--- config.mk ---
export PLATFORM = sky130hd
export DESIGN_NAME = uart_tx_arbiter
export DESIGN_NICKNAME = d
export VERILOG_FILES = /design/src/rtl/uart_pkg.sv /design/src/rtl/uart_tx_arbiter_rr_pick.sv /design/src/rtl/uart_tx_arbiter.sv
export SDC_FILE = /design/constraint.sdc
export NUM_CORES = 1
export LEC_CHECK = 0
export BUFFER_PORTS_ARGS = -buffer_cell sky130_fd_sc_hd__buf_2
export CAP_MARGIN = 15
export CORE_ASPECT_RATIO = 0.8
export CORE_UTILIZATION = 35
export CTS_BUF_LIST = sky130_fd_sc_hd__clkbuf_4 sky130_fd_sc_hd__clkbuf_8 sky130_fd_sc_hd__clkbuf_16
export DETAILED_ROUTE_END_ITERATION = 12
export PLACE_DENSITY = 0.68
export SYNTH_ARGS = -nofsm -noshare
export SYNTH_HDL_FRONTEND = slang
export SYNTH_SLANG_ARGS = --single-unit
--- constraint.sdc ---
create_clock -name CLK -period 3.06 [get_ports CLK]
set_clock_uncertainty 0.2 [all_clocks]
set_input_delay 0 -clock CLK [delete_from_list [all_inputs] [get_ports CLK]]
set_output_delay 0 -clock CLK [all_outputs]
set_load 0.005 [all_outputs]
--- src/rtl/uart_pkg.sv ---
// rtl/uart_pkg.sv - shared constants and FSM encoding for the UART transmit arbiter
package uart_pkg;

  // Default byte width of the shared transmitter and default requester count.
  localparam int UART_WDATA = 8;
  localparam int UART_NREQ  = 4;

  // Arbiter control states: waiting for a request, offering a beat, load strobe cycle.
  typedef enum logic [1:0] {
    ST_IDLE  = 2'd0,
    ST_ISSUE = 2'd1,
    ST_WAIT  = 2'd2
  } arb_state_e;

  // Index width that stays legal for a single requester.
  function automatic int idx_width(input int n);
    return (n > 1) ? $clog2(n) : 1;
  endfunction

endpackage

--- src/rtl/uart_tx_arbiter_rr_pick.sv ---
// rtl/uart_tx_arbiter_rr_pick.sv - combinational round-robin winner search
module rr_pick import uart_pkg::*; #(
  parameter int N  = UART_NREQ,
  parameter int IW = idx_width(UART_NREQ)
) (
  input  logic [N-1:0]  req,
  input  logic [IW-1:0] last_idx,
  output logic [N-1:0]  win_oh,
  output logic [IW-1:0] win_idx,
  output logic          any
);

  // Scan from the slot after the previous owner, wrapping, and take the first request.
  always_comb begin
    int          j;
    logic [IW-1:0] jj;
    win_oh  = '0;
    win_idx = '0;
    any     = 1'b0;
    j       = 0;
    jj      = '0;
    for (int k = 1; k <= N; k++) begin
      j  = (int'(last_idx) + k) % N;
      jj = IW'(j);
      if (!any && req[jj]) begin
        any         = 1'b1;
        win_oh[jj]  = 1'b1;
        win_idx     = jj;
      end
    end
  end

endmodule

--- src/rtl/uart_tx_arbiter.sv ---
// rtl/uart_tx_arbiter.sv - packet-granular round-robin arbiter feeding one UART transmitter
module uart_tx_arbiter import uart_pkg::*; #(
  parameter int Nreq  = UART_NREQ,
  parameter int Wdata = UART_WDATA,
  parameter int Tidle = 1024
) (
  input  logic                  CLK,
  input  logic                  RST,
  input  logic [Nreq-1:0]       REQ_VALID,
  input  logic [Nreq*Wdata-1:0] REQ_DATA,
  input  logic [Nreq-1:0]       REQ_LAST,
  output logic [Nreq-1:0]       REQ_READY,
  output logic [Wdata-1:0]      TX_DIN,
  output logic                  TX_OE,
  input  logic                  TX_RDY,
  output logic [Nreq-1:0]       GNT,
  output logic                  BUSY
);

  localparam int IW = idx_width(Nreq);
  localparam int CW = (Tidle > 1) ? $clog2(Tidle) : 1;
  localparam logic [CW-1:0] CNT_MAX   = CW'(Tidle - 1);
  localparam logic [IW-1:0] LASTG_RST = IW'(Nreq - 1);

  arb_state_e        state_q, state_d;
  logic [Nreq-1:0]   gnt_q, gnt_d;
  logic [IW-1:0]     gidx_q, gidx_d;
  logic [IW-1:0]     lastg_q, lastg_d;
  logic [Wdata-1:0]  tx_din_q, tx_din_d;
  logic              tx_oe_q, tx_oe_d;
  logic              last_q, last_d;
  logic [CW-1:0]     cnt_q, cnt_d;

  logic [Nreq-1:0]   pick_oh;
  logic [IW-1:0]     pick_idx;
  logic              pick_any;
  logic [Wdata-1:0]  sel_data;
  logic              sel_valid;
  logic              sel_last;
  logic              xfer;

  rr_pick #(
    .N  (Nreq),
    .IW (IW)
  ) u_rr_pick (
    .req      (REQ_VALID),
    .last_idx (lastg_q),
    .win_oh   (pick_oh),
    .win_idx  (pick_idx),
    .any      (pick_any)
  );

  // Route the current owner's byte, valid and last flag; all-zero when nobody owns the line.
  always_comb begin
    sel_data  = '0;
    sel_valid = 1'b0;
    sel_last  = 1'b0;
    for (int i = 0; i < Nreq; i++) begin
      if (gnt_q[i]) begin
        sel_data  = sel_data | REQ_DATA[i*Wdata +: Wdata];
        sel_valid = sel_valid | REQ_VALID[i];
        sel_last  = sel_last | REQ_LAST[i];
      end
    end
  end

  // Only the owner is offered a slot, and only while the transmitter can take a byte.
  always_comb begin
    REQ_READY = '0;
    if (state_q == ST_ISSUE && TX_RDY) begin
      REQ_READY = gnt_q;
    end
  end

  assign xfer = (state_q == ST_ISSUE) && sel_valid && TX_RDY;

  // Next-state logic: grant in IDLE, move one byte per frame, hand back at packet end or starvation.
  always_comb begin
    state_d  = state_q;
    gnt_d    = gnt_q;
    gidx_d   = gidx_q;
    lastg_d  = lastg_q;
    tx_din_d = tx_din_q;
    tx_oe_d  = 1'b0;
    last_d   = last_q;
    cnt_d    = cnt_q;
    case (state_q)
      ST_IDLE: begin
        if (pick_any) begin
          gnt_d   = pick_oh;
          gidx_d  = pick_idx;
          cnt_d   = '0;
          state_d = ST_ISSUE;
        end
      end
      ST_ISSUE: begin
        if (xfer) begin
          tx_din_d = sel_data;
          tx_oe_d  = 1'b1;
          last_d   = sel_last;
          cnt_d    = '0;
          state_d  = ST_WAIT;
        end else if (TX_RDY) begin
          // Owner went quiet while the line was free: give up after Tidle such cycles.
          if (cnt_q == CNT_MAX) begin
            lastg_d = gidx_q;
            gnt_d   = '0;
            cnt_d   = '0;
            state_d = ST_IDLE;
          end else begin
            cnt_d = cnt_q + CW'(1);
          end
        end
      end
      ST_WAIT: begin
        if (last_q) begin
          lastg_d = gidx_q;
          gnt_d   = '0;
          last_d  = 1'b0;
          state_d = ST_IDLE;
        end else begin
          state_d = ST_ISSUE;
        end
      end
      default: begin
        gnt_d   = '0;
        state_d = ST_IDLE;
      end
    endcase
  end

  // State and output registers; reset makes requester 0 the first winner.
  always_ff @(posedge CLK) begin
    if (RST) begin
      state_q  <= ST_IDLE;
      gnt_q    <= '0;
      gidx_q   <= '0;
      lastg_q  <= LASTG_RST;
      tx_din_q <= '0;
      tx_oe_q  <= 1'b0;
      last_q   <= 1'b0;
      cnt_q    <= '0;
    end else begin
      state_q  <= state_d;
      gnt_q    <= gnt_d;
      gidx_q   <= gidx_d;
      lastg_q  <= lastg_d;
      tx_din_q <= tx_din_d;
      tx_oe_q  <= tx_oe_d;
      last_q   <= last_d;
      cnt_q    <= cnt_d;
    end
  end

  assign TX_DIN = tx_din_q;
  assign TX_OE  = tx_oe_q;
  assign GNT    = gnt_q;
  assign BUSY   = (state_q != ST_IDLE);

endmodule

==> results.sh <==
export IMPL_final_area_um2=2730
export IMPL_cts_max_level=2
export IMPL_endpoint_kind="flip-flop"
export IMPL_pwr_share_comb_pct=21.9
export IMPL_stdcell_count=401
export IMPL_fillers=548
export IMPL_yosysTopAreaCell="dfxtp_1"
export IMPL_synth_compound_area_share_pct=29.6
export IMPL_via_per_inst=5.54
export IMPL_ys_seq_area_share_pct=29.5
export IMPL_p_per_area_nw_per_um2=402
export IMPL_p_sw_share_pct=27.7
export IMPL_antenna_left=0
export IMPL_synth_warnings=0
export IMPL_ys_top_cells_by_area="dfxtp_1 30%, a22oi_1 7.0%, ha_1 5.5%"
export IMPL_via_count=2220
export IMPL_synth_edf_count=0
export IMPL_rows=24
export IMPL_rr_endpoint="GNT[1]$_SDFFE_PP0P_"
export IMPL_yosys_area_share_adder_pct=5.54
export IMPL_grt_max_degree=29
export IMPL_min_to="last_q$_SDFFE_PP0P_"
export IMPL_slew_limit_headroom_pct=51.3
export IMPL_min_path_type="in -> reg"
export IMPL_placed_cells=368
export IMPL_fin_nets=375
export IMPL_report_final_slew_viol_count=0
export IMPL_crit_start="lastg_q[1]$_SDFFE_PP1P_"
export IMPL_min_from="REQ_LAST[3]"
export IMPL_antenna_found_initial=0
export IMPL_setup_viol=0
export IMPL_fmax_mhz=355
export IMPL_cp_max_fo=10
export IMPL_clkPwrFrac_pct=37.7
export IMPL_grt_setup_unrepaired="false"
export IMPL_r2r_start="lastg_q[1]$_SDFFE_PP1P_"
export IMPL_gp_congestion=0.866
export IMPL_drt_initial_drc_count=246
export IMPL_postSynthRegisterBits=30
export IMPL_finalWirelength_um=5880
export IMPL_synth_top_family_by_area="compound AO/OA/AOI/OAI gates"
export IMPL_crit_required_ns=3.03
export IMPL_synthCells=245
export IMPL_setup_tns_final_ns=0
export IMPL_wl_per_cell_um=14.7
export IMPL_syn_cell_area_um2=2030
export IMPL_dr_pass1_iters=4
export IMPL_ff2ff_setup_slack_ns=0.24
export IMPL_syn_nets=297
export IMPL_leakagePower_nw=1.11
export IMPL_synthMuxAreaShare_pct=2.22
export IMPL_die_h_um=70.2
export IMPL_synth_xor_area_share_pct=1.72
export IMPL_avgSynthCellArea_um2=8.30
export IMPL_sequentialPowerShare_pct=40.3
export IMPL_clock_sinks=30
export IMPL_path_class="reg -> reg"
export IMPL_clkTransAtPathRegs_ns=0.07
export IMPL_track_usage_pct=20.9
export IMPL_grt_pass1_wl_um=10100
export IMPL_die_area_um2=6120
export IMPL_ys_flop_type="dfxtp_1"
export IMPL_synthTopCellsByCount="30 x dfxtp_1, 27 x nor2_1, 19 x a22oi_1"
export IMPL_die_width_um=87.2
export IMPL_diodes=0
export IMPL_period_needed_ns=2.82
export IMPL_clk_latency_ns=0.28
export IMPL_yosysMostFrequentCell="dfxtp_1"
export IMPL_dpl_instance_area_um2=2350
export IMPL_final_layout_size_suffix_gt1_share_pct=24.8
export IMPL_cts_tree="done"
export IMPL_overflow=0
export IMPL_drc_errors=0
export IMPL_ios=61
export IMPL_core_area_um2=5530
export IMPL_synth_cell_type_count=53
export IMPL_vdd_ir_drop_max_uv=228
export IMPL_cts_buffer_depth=2
export IMPL_port_buffer_count=60
export IMPL_synthSimpleGateAreaFrac_pct=26.3
export IMPL_status="completed"
export IMPL_hold_depth=4
export IMPL_intPower_mw=0.791
export IMPL_cap_violations=0
export IMPL_async_flop_share_pct=0
export IMPL_r2r_cells=7
export IMPL_hold_viol=0
export IMPL_area_delta_synth_final_pct=34.1
export IMPL_numCtsBuffers=5
export IMPL_start_util_pct=36.8
export IMPL_start_kind="flip-flop"
export IMPL_netlist_area_leader_share_pct=29.5
export IMPL_hpwl_um=3890
export IMPL_fin_crit_sh_pct=92.0
export IMPL_switching_power_mw=0.304
export IMPL_grt_pass1_vias=2122
export IMPL_tightest_slew_ns=0.730
export IMPL_cp_arrival_ns=2.78
export IMPL_clock_root_buffer="clkbuf_8"
-- routing by layer --
metal	vias to the layer above	GRT usage [%]	part of all wire [%]
li1	1083	-	-
met1	1036	29.5	46
met2	99	31.8	46
met3	2	5.20	8.4
met4	0	4.74	0.26
met5	-	0	0
-- state kept, by name, indices dropped and copies added (netlist names) --
| register | cells |
|---|---|
| GNT | 4 |
| TX_DIN | 8 |
| TX_OE | 1 |
| cnt_q | 10 |
| gidx_q | 2 |
| last_q | 1 |
| lastg_q | 2 |
| state_q | 2 |
-- worst max-delay path by stage --
stage	to	cells after the start
3_3_place_gp	GNT[2]$_SDFFE_PP0P_	7
3_5_place_dp	GNT[1]$_SDFFE_PP0P_	7
2_1_floorplan	GNT[0]$_SDFFE_PP0P_	9
5_1_grt	GNT[1]$_SDFFE_PP0P_	7
6_report	GNT[1]$_SDFFE_PP0P_	7
4_1_cts	GNT[1]$_SDFFE_PP0P_	7
-- placed cells by master (no fill, tap or decap), drive strengths merged, types with 3 or more instances in the layout --
cell type,count
nand2,14
nor2b,5
and3b,3
o21ai,9
nor3,14
nor3b,5
dlygate4sd3,26
and3,6
a311oi,9
xnor2,4
clkbuf,6
dfxtp,30
nand2b,4
ha,9
nand3b,3
a221o,4
buf,61
a22oi,22
a21oi,15
nand3,8
nor2,27
a31o,4
inv,5
-- power groups by stage --
stage	registers (mW)	logic, mW	clock network, mW
2_1_floorplan	0.434	0.146	0
3_3_place_gp	0.449	0.198	0
3_5_place_dp	0.450	0.201	0
4_1_cts	0.442	0.235	0.422
5_1_grt	0.445	0.266	0.438
6_report	0.442	0.240	0.413
-- stage by stage --
stage,hold WS [ns],utilization (%),power [mW],setup WS (ns)
floorplan,-0.0848,-,0.579,0.398
global placement,0.138,42.6,0.648,0.371
detailed placement,0.150,42.6,0.651,0.279
CTS,0.0216,49.3,1.10,0.250
global route,0.0887,49.3,1.15,0.0615
finish,0.0378,49.3,1.10,0.243
-- kinds of logic after synthesis --
logic type | Yosys count
buf+inv | 21
xor+xnor | 4
flops | 30
simple gates | 100
mux | 2
compound gates | 79
fa+ha+maj | 9
-- repair_timing --
| action | 4_1_cts | 5_1_grt |
|---|---|---|
| buffers inserted | 0 | 0 |
| endpoints found under the hold margin | 15 | 0 |
| hold buffers | 26 | 0 |
| resized for setup | 0 | 0 |
-- worst max-delay path, cell delays in order (launching register included) --
cell and delay [ns]:
dfxtp_1 0.51, inv_1 0.18, ha_1 0.50, mux4_2 0.64, a21oi_1 0.17, nor3_1 0.06, a31o_1 0.18, a221o_1 0.26
-- final cells by class --
type	count	area (um^2)	area share [%]
Tap cell	78	97.6	3.58
Multi-Input combinational cell	194	1330	48.7
Sequential cell	30	601	22.0
Inverter	5	18.8	0.688
Clock inverter	1	30.0	1.10
Timing Repair Buffer	87	568	20.8
Clock buffer	6	82.6	3.03
Power figures use the tool's default switching activity.
